[config.mk]
export PLATFORM = sky130hd
export DESIGN_NAME = root_nonrestoring_core
export DESIGN_NICKNAME = d
export VERILOG_FILES = /design/src/rtl/root_nonrestoring_core_pkg.sv /design/src/rtl/root_nonrestoring_core.sv
export SDC_FILE = /design/constraint.sdc
export NUM_CORES = 1
export LEC_CHECK = 0
export BUFFER_PORTS_ARGS = -buffer_cell sky130_fd_sc_hd__buf_2
export CORE_UTILIZATION = 63
export CTS_CLUSTER_SIZE = 40
export DETAILED_ROUTE_END_ITERATION = 7
export PLACE_DENSITY = 0.9
export SLEW_MARGIN = 10
export SYNTH_ARGS = -nofsm -noshare
export SYNTH_HDL_FRONTEND = slang
export SYNTH_SLANG_ARGS = --single-unit
[constraint.sdc]
create_clock -name clk -period 8 [get_ports clk]
set_clock_uncertainty 0.1 [all_clocks]
set_input_delay 1.6 -clock clk [delete_from_list [all_inputs] [get_ports clk]]
set_output_delay 1.6 -clock clk [all_outputs]
set_load 0.02 [all_outputs]
[src/rtl/root_nonrestoring_core_pkg.sv]
// rtl/root_nonrestoring_core_pkg.sv - shared types and remainder correction for the square-root core
package root_nonrestoring_core_pkg;

  typedef logic [31:0] rad_t;
  typedef logic [15:0] root_t;
  typedef logic [16:0] rem_out_t;
  typedef logic [3:0]  iter_t;

  // A negative internal remainder is one step behind; adding 2q+1 restores it.
  function automatic rem_out_t correct_rem(input logic signed [17:0] rem, input root_t root);
    logic signed [17:0] sum;
    sum = rem + $signed({1'b0, root, 1'b1});
    return rem[17] ? sum[16:0] : rem[16:0];
  endfunction

endpackage

[src/rtl/root_nonrestoring_core.sv]
// rtl/root_nonrestoring_core.sv - iterative non-restoring 32-bit integer square root, two bits per clock
module root_nonrestoring_core
  import root_nonrestoring_core_pkg::*;
(
  input  logic     clk,
  input  logic     clrn,
  input  rad_t     d,
  input  logic     load,
  output root_t    q,
  output rem_out_t r,
  output logic     busy,
  output logic     ready,
  output iter_t    count
);

  localparam int ITER = 16;
  localparam int RW   = 18;

  rad_t                 rad;
  logic signed [RW-1:0] rem;
  logic signed [RW-1:0] rem_shift;
  logic signed [RW-1:0] rem_next;
  logic                 busy_d;

  always_comb begin
    rem_shift = {rem[RW-3:0], rad[31:30]};
    if (!rem[RW-1])
      rem_next = rem_shift - {q, 2'b01};
    else
      rem_next = rem_shift + {q, 2'b11};
  end

  assign r     = correct_rem(rem, q);
  assign ready = ~busy & busy_d;

  always_ff @(posedge clk or negedge clrn) begin
    if (!clrn) begin
      rad    <= '0;
      rem    <= '0;
      q      <= '0;
      count  <= '0;
      busy   <= 1'b0;
      busy_d <= 1'b0;
    end else begin
      busy_d <= busy;
      // Load wins in every state, so a load while busy simply restarts.
      if (load) begin
        rad   <= d;
        rem   <= '0;
        q     <= '0;
        count <= '0;
        busy  <= 1'b1;
      end else if (busy) begin
        rad   <= rad << 2;
        rem   <= rem_next;
        q     <= {q[14:0], ~rem_next[RW-1]};
        count <= count + 4'd1;
        if (count == 4'(ITER - 1))
          busy <= 1'b0;
      end
    end
  end

endmodule

==> out/results.tsv, run 1 <==
metric	value	unit
status	finished clean	
drtIter0Drc	325	
fp.coreArea	0.00773	sq mm
rsz0062_at_grt	no	
fin_ws	3.42	ns
grt_max_degree	102	
clk-insertion-delay-late	0.35	ns
first_global_vias	4245	
clkTransAtPathRegs	0.08	ns
nets	693	
hp-class	flop to flop	
yosysTopAreaCell	dfrtp_1	
grt-ovfl-total	0	
vias	4433	
dp_hpwl	8020	microns
critical_path_required	6.30	ns
grt_util_all_layers	29.3	%
period_share	57.3	%
globalplace.congestion	0.945	
ant_nets	0	
syn_avg_cell_area	8.90	sq um
worst_pin_slew	1.12	ns
path_common_cell	nand4_1	
io_pins	74	
setup_viol	0	
crit_slowest_cell	dfrtp_1	
synthCells	567	
crit_type	flop to output pin	
reg2reg_depth	9	
portBuffers	73	
h-tree-depth	3	
cts_setup_buffers	0	
crit_path_max_incr_delay	0.47	ns
grt_pass1_wl	19400	microns
dpl_worst_slack	3.80	ns
relSlewSlack	25.5	%
cp.depth	9	
syn-num-nets	635	
ys_seq_elements	72	
start_kind	flop	
p_per_area	327	mW/mm^2
critPathCaptureType	output pin	
post_drt_wl_per_cell	15.8	microns
synth-main-ff-cell	dfrtp_1	
row_count	32	
numCtsBuffers	9	
synthTopCellsByArea	dfrtp_1, mux2i_1, ha_1, o21ai_0, xnor2_1	
grt_antenna_before_repair	0	
synth_cell_types	61	
crit_family	simple AND/OR/NAND/NOR gates	
critPathBufInv	2	
synth_top_area_share	35.7	%
seq_area_frac_synth	35.7	%
ff2ff_setup_slack	4.99	ns
synth-warning-count	0	
final-max-slew-violation-count	0	
dieArea	0.00838	sq mm
drt_pass1_iterations	5	
syn_area	0.00505	sq mm
routed_via_density	6.06	
cts_sinks	72	
synthArstFlopShare	100	%
worst_ir_drop_vdd	0.000170	V
area_growth	12.3	%
cp_data_arrival_time	2.88	ns
cts_resized	0	
die_w	91.5	microns
p_leak	2.95	nW
postCtsHoldBufs	0	
die_h	91.5	microns
antenna_cells	0	
routed_wl	11600	microns
hold_viol	0	
synth_edf_count	0	
initial_core_util	65.3	%
hold_path_depth	2	
cts-root-buf	clkbuf_8	
setup_tns	0	ns
drcViolationCount	0	
fmax	0.218	GHz
crit_path_max_fanout	6	
clockBufferDepth	2	
cts_tree	built	
drive_above_1_share	17.3	%
crit_chain	inv_1 -> fa_1 -> nor2b_1 -> o31ai_2 -> a211oi_1 -> nand4_1 -> or3_1 -> nand4_1 -> buf_2	
period_needed	4.58	ns
drv_cap	0	
-- final timing paths --
check / to / from
max in group asynchronous: busy / clrn
min in group asynchronous: rad[4] / clrn
setup / recovery: r[14] / q[0]
hold / removal: rad[0] / rad[0]
setup reg to reg: q[0] / rem[17]
hold reg to reg: rad[0] / rad[0]
-- cells by family (layout without fill, tap and decap cells) --
kind of cell / Yosys count / count (layout) / synth area share, %
multiplexers: 57 / 57 / 11.5
adder cells (fa/ha/maj): 33 / 33 / 8.33
AND/OR/NAND/NOR: 171 / 171 / 15.6
buffers and inverters: 46 / 109 / 3.54
AO/OA/AOI/OAI: 153 / 153 / 19.3
XOR/XNOR: 35 / 35 / 6.07
flip-flops: 72 / 72 / 35.7
-- cells in the mapped netlist (4+ instances only) --
library cell,count
clkbuf_1,19
or3_1,5
nand2_1,61
buf_2,5
mux2i_1,50
nor3_1,10
nand3_1,8
dfrtp_1,72
xor2_1,7
buf_1,5
nor2b_1,5
o21ai_0,53
a21o_1,6
a21oi_1,31
o211ai_1,6
mux2_2,7
ha_1,32
nand4_1,7
xnor2_1,28
a211oi_1,9
nor2_1,51
inv_1,16
and3_1,9
o21a_1,13
a31oi_1,4
-- placed cells by master, fill, tap and decap left out, types with 3 or more instances in the layout --
cell,synthesis,routed
a211oi_1,9,9
a21o_1,6,6
a21oi_1,31,31
a31oi_1,4,4
and3_1,9,9
buf_2,5,73
buf_4,0,3
clkbuf_8,0,12
dfrtp_1,72,71
ha_1,32,32
inv_1,16,16
mux2_2,7,7
mux2i_1,50,50
nand2_1,61,61
nand3_1,8,8
nand4_1,7,7
nor2_1,51,51
nor2b_1,5,5
nor3_1,10,10
o211ai_1,6,6
o21a_1,13,13
o21ai_0,53,53
or3_1,5,5
xnor2_1,28,28
xor2_1,7,7
-- registers in the layout, indices dropped and copies added (netlist names) --
| register | flops |
|---|---|
| rem | 18 |
| count | 4 |
| q | 16 |
| rad | 32 |
| busy | 1 |
| busy_d | 1 |
-- layer usage --
| layer | track usage [%] | share of wire (%) | up-vias |
|---|---|---|---|
| li1 | - | - | 2165 |
| met1 | 39.7 | 45 | 2089 |
| met2 | 46.8 | 47 | 158 |
| met3 | 4.02 | 5.8 | 21 |
| met4 | 13.5 | 2.3 | 0 |
| met5 | 0 | 0 | - |
-- worst reg2reg max path, stage by stage (launching register included) --
cell,delay (ns)
dfrtp_1,0.33
buf_4,0.42
xnor2_1,0.18
ha_1,0.37
o21ai_0,0.13
o21bai_1,0.33
o21ai_0,0.22
a211oi_1,0.46
o21ai_0,0.13
and3_1,0.22
-- metrics by stage --
stage	hold slack (ns)	power [W]	util, %	instance area (sq um)	cells
after floorplan	0.386	0.00129	-	5050	567
after global placement	0.432	0.00149	70.6	5450	716
after detailed placement	0.434	0.00153	70.6	5450	716
after CTS	0.459	0.00184	73.4	5670	732
after global routing	0.477	0.00198	73.4	5670	732
final	0.456	0.00185	73.4	5670	732
-- area by class of cell --
cell class | instances | area (sq um)
clock buffers | 12 | 165
fillers | 578 | 2060
inverters | 17 | 63.8
well taps | 102 | 128
flip-flops and latches | 72 | 1810
repair buffers | 76 | 388
clock inverters | 4 | 51.3
multi-input cells | 449 | 3070
-- power by group --
part	internal, W	total [W]	switching [W]	leakage (nW)
logic	0.000439	0.00106	0.000620	1.92
clock network	0.000170	0.000309	0.000139	0.109
registers	0.000421	0.000485	0.0000647	0.915
total	0.00103	0.00185	0.000824	2.95
No activity file was read; power rests on OpenSTA's default activity.
==> run 2, diff against run 1 <==
Settings changed: ABC_AREA from default to 1, CORE_UTILIZATION 63 to 53, PLACE_DENSITY 0.9 to 0.81.
Clock period 8 ns to 3.68 ns, I/O delays scaled along.
==> run 2 against run 1 <==
Against the previous run:
- total power grew 130%
- sequential power grew 120%
- hold slack lost 0.16 ns
- die area grew 19%
- register-to-register slack lost 3.8 ns
- worst setup slack lost 2.9 ns
- critical path type unchanged
- critical endpoint is now r[16]
- largest power group unchanged
- highest routed layer unchanged
==> out/results.tsv, run 2 <==
metric	value	unit	change
cts-root-buf	clkbuf_8		unchanged
synth_top_area_share	35.6	%	was 35.7%
final-max-slew-violation-count	0		unchanged
period_needed	3.21	ns	
synth.most_common_cell	nand2_1		was dfrtp_1
crit_type	flop to output pin		unchanged
hold_viol	0		unchanged
vias	4914		was 4433
ant_nets	0		unchanged
area_growth	13.0	%	was 12.3%
drt_pass1_iterations	5		unchanged
syn_area	0.00506	sq mm	was 0.00505 sq mm
grt-ovfl-total	0		unchanged
fmax	0.312	GHz	
p_per_area	750	mW/mm^2	was 327 mW/mm^2
cts_sinks	72		unchanged
timing.rr.end	q[0]		unchanged
ys_top_cells_by_count	nand2_1, inv_1, dfrtp_1, nor2_1		was dfrtp_1, nand2_1, o21ai_0, nor2_1, mux2i_1
synth_cell_types	36		was 61
synth-warning-count	0		unchanged
layout_commonest_cell	nand2_1		was buf_2
drive_above_1_share	14.2	%	was 17.3%
syn-num-nets	768		was 635
grt_util_all_layers	27.4	%	was 29.3%
portBuffers	73		unchanged
regMostFlops	rad		unchanged
fp.coreArea	0.00924	sq mm	was 0.00773 sq mm
io_pins	74		unchanged
initial_core_util	54.7	%	was 65.3%
cp_data_arrival_time	2.37	ns	was 2.88 ns
drcViolationCount	0		unchanged
grt_antenna_before_repair	0		unchanged
crit_path_max_fanout	5		was 6
globalplace.congestion	0.907		was 0.945
synth_edf_count	0		unchanged
reg_top3	rad (32), rem (18), q (16)		unchanged
cts_setup_buffers	0		unchanged
power	0.00429	W	was 0.00185 W
die_w	99.7	microns	was 91.5 microns
synth-main-ff-cell	dfrtp_1		unchanged
nets	836		was 693
cts_tree	built		unchanged
hold_ws	0.300	ns	was 0.456 ns
numCtsBuffers	9		unchanged
routed_via_density	5.45		was 6.06
row_count	35		was 32
postCtsHoldBufs	0		unchanged
grt_pass1_wl	21800	microns	was 19400 microns
final_area	0.00571	sq mm	was 0.00567 sq mm
placed_cell_area	0.00552	sq mm	was 0.00545 sq mm
setup_tns	0	ns	unchanged
syn_avg_cell_area	7.22	sq um	was 8.90 sq um
critical_path_required	2.84	ns	was 6.30 ns
worst_ir_drop_vdd	0.000442	V	was 0.000170 V
synthTopCellsByArea	dfrtp_1, nand2_1, ha_1, inv_1, xnor2_1		was dfrtp_1, mux2i_1, ha_1, o21ai_0, xnor2_1
clockBufferDepth	2		unchanged
cts_resized	0		unchanged
worst_pin_slew	1.04	ns	was 1.12 ns
start_kind	flop		unchanged
seq_area_frac_synth	35.6	%	was 35.7%
synthCells	700		was 567
p_leak	3.06	nW	was 2.95 nW
die_h	99.7	microns	was 91.5 microns
drv_cap	0		unchanged
status	finished clean		unchanged
clkTransAtPathRegs	0.08	ns	about the same
rsz0062_at_grt	no		unchanged
hp-class	input pin to async pin		was flop to flop
dp_hpwl	9520	microns	was 8020 microns
mostFrequentLayoutCells	nand2_1, inv_1, buf_2		was buf_2, dfrtp_1, nand2_1
dieArea	0.00993	sq mm	was 0.00838 sq mm
fillers	841		was 578
drtIter0Drc	289		was 325
routed_wl	12800	microns	was 11600 microns
post_drt_wl_per_cell	14.2	microns	was 15.8 microns
largest_reg_flops	32		unchanged
r2r-start	rem[17]		unchanged
h-tree-depth	3		unchanged
yosysTopAreaCell	dfrtp_1		unchanged
first_global_vias	4887		was 4245
reg2reg_depth	9		unchanged
clk-insertion-delay-late	0.35	ns	about the same
relSlewSlack	30.7	%	was 25.5%
grt_max_degree	40		was 102
period_share	87.1	%	
setup_viol	0		unchanged
ff2ff_setup_slack	1.15	ns	was 4.99 ns
ys_seq_elements	72		unchanged
critPathCaptureType	output pin		unchanged
synthArstFlopShare	100	%	unchanged
antenna_cells	0		unchanged
[run 2: cell types whose count changed in the layout (fill, tap and decap cells not counted), sizes merged, moves of 8 or more]
cell    before  now
o21a        13    0
nand3        8   33
a22oi        1   21
and3        11    0
inv         16   91
a211oi      11    0
nand2       61  239
nand3b       2   10
o22ai        1   27
o21ai       55   28
mux2i       50    0
nor2        51   40
[run 2: area by class of cell]
cell class	instances	area, sq um	area share (%)
Multi-Input combinational cell	515	2810	49.1
Sequential cell	72	1800	31.5
Timing Repair Buffer	78	403	7.05
Inverter	92	345	6.04
Tap cell	129	161	2.82
Clock buffer	11	141	2.47
Clock inverter	5	56.3	0.985
[run 2: power breakdown]
part           total [W]  switching [W]  internal (W)  leakage (nW)
Sequential       0.00108       0.000149      0.000930         0.906
Combinational    0.00258        0.00165      0.000932          2.05
Clock           0.000625       0.000295      0.000330        0.0993
Total            0.00429        0.00209       0.00219          3.06
[run 2: worst max-delay path, cell delays in order (launching register included)]
cell and delay (ns):
dfrtp_1 0.45, inv_1 0.12, fa_1 0.43, inv_1 0.09, nand3_1 0.07, nand2_1 0.15, nand2_1 0.07, nand2_1 0.14
nand2_1 0.09, nand2_1 0.06, nand2_1 0.04, nand2_1 0.05, nand2_1 0.04, nand2_1 0.07, buf_2 0.15
[run 2: stage by stage]
stage | utilization [%] | instances | setup slack [ns]
after floorplan | - | 700 | 0.854
final | 61.8 | 902 | 0.475
after global placement | 59.7 | 886 | 0.936
after global routing | 61.8 | 902 | 0.250
after detailed placement | 59.7 | 886 | 0.850
after CTS | 61.8 | 902 | 0.473
[run 2: cell families after synthesis]
group	count (synthesis)	synth area share [%]
compound gates	121	14.5
simple gates	332	27.5
buf+inv	113	8.93
fa+ha+maj	33	8.31
xor+xnor	29	5.17
flops	72	35.6
[run 2: worst max path at each step]
stage / slack [ns] / cells after the start / from / endpoint
4_1_cts: 0.47 / 14 / q[0] / r[16]
5_1_grt: 0.25 / 14 / q[0] / r[16]
2_1_floorplan: 0.85 / 9 / q[0] / r[6]
6_report: 0.47 / 14 / q[0] / r[16]
3_3_place_gp: 0.94 / 14 / q[0] / r[16]
3_5_place_dp: 0.85 / 14 / q[0] / r[16]
[run 2: per-layer routing]
metal,vias to the layer above,GRT usage [%],wire length [microns]
met5,-,0,0
met2,164,45.7,6060
met4,0,12.2,332
met1,2311,35.4,5710
met3,28,4.01,704
li1,2411,-,-
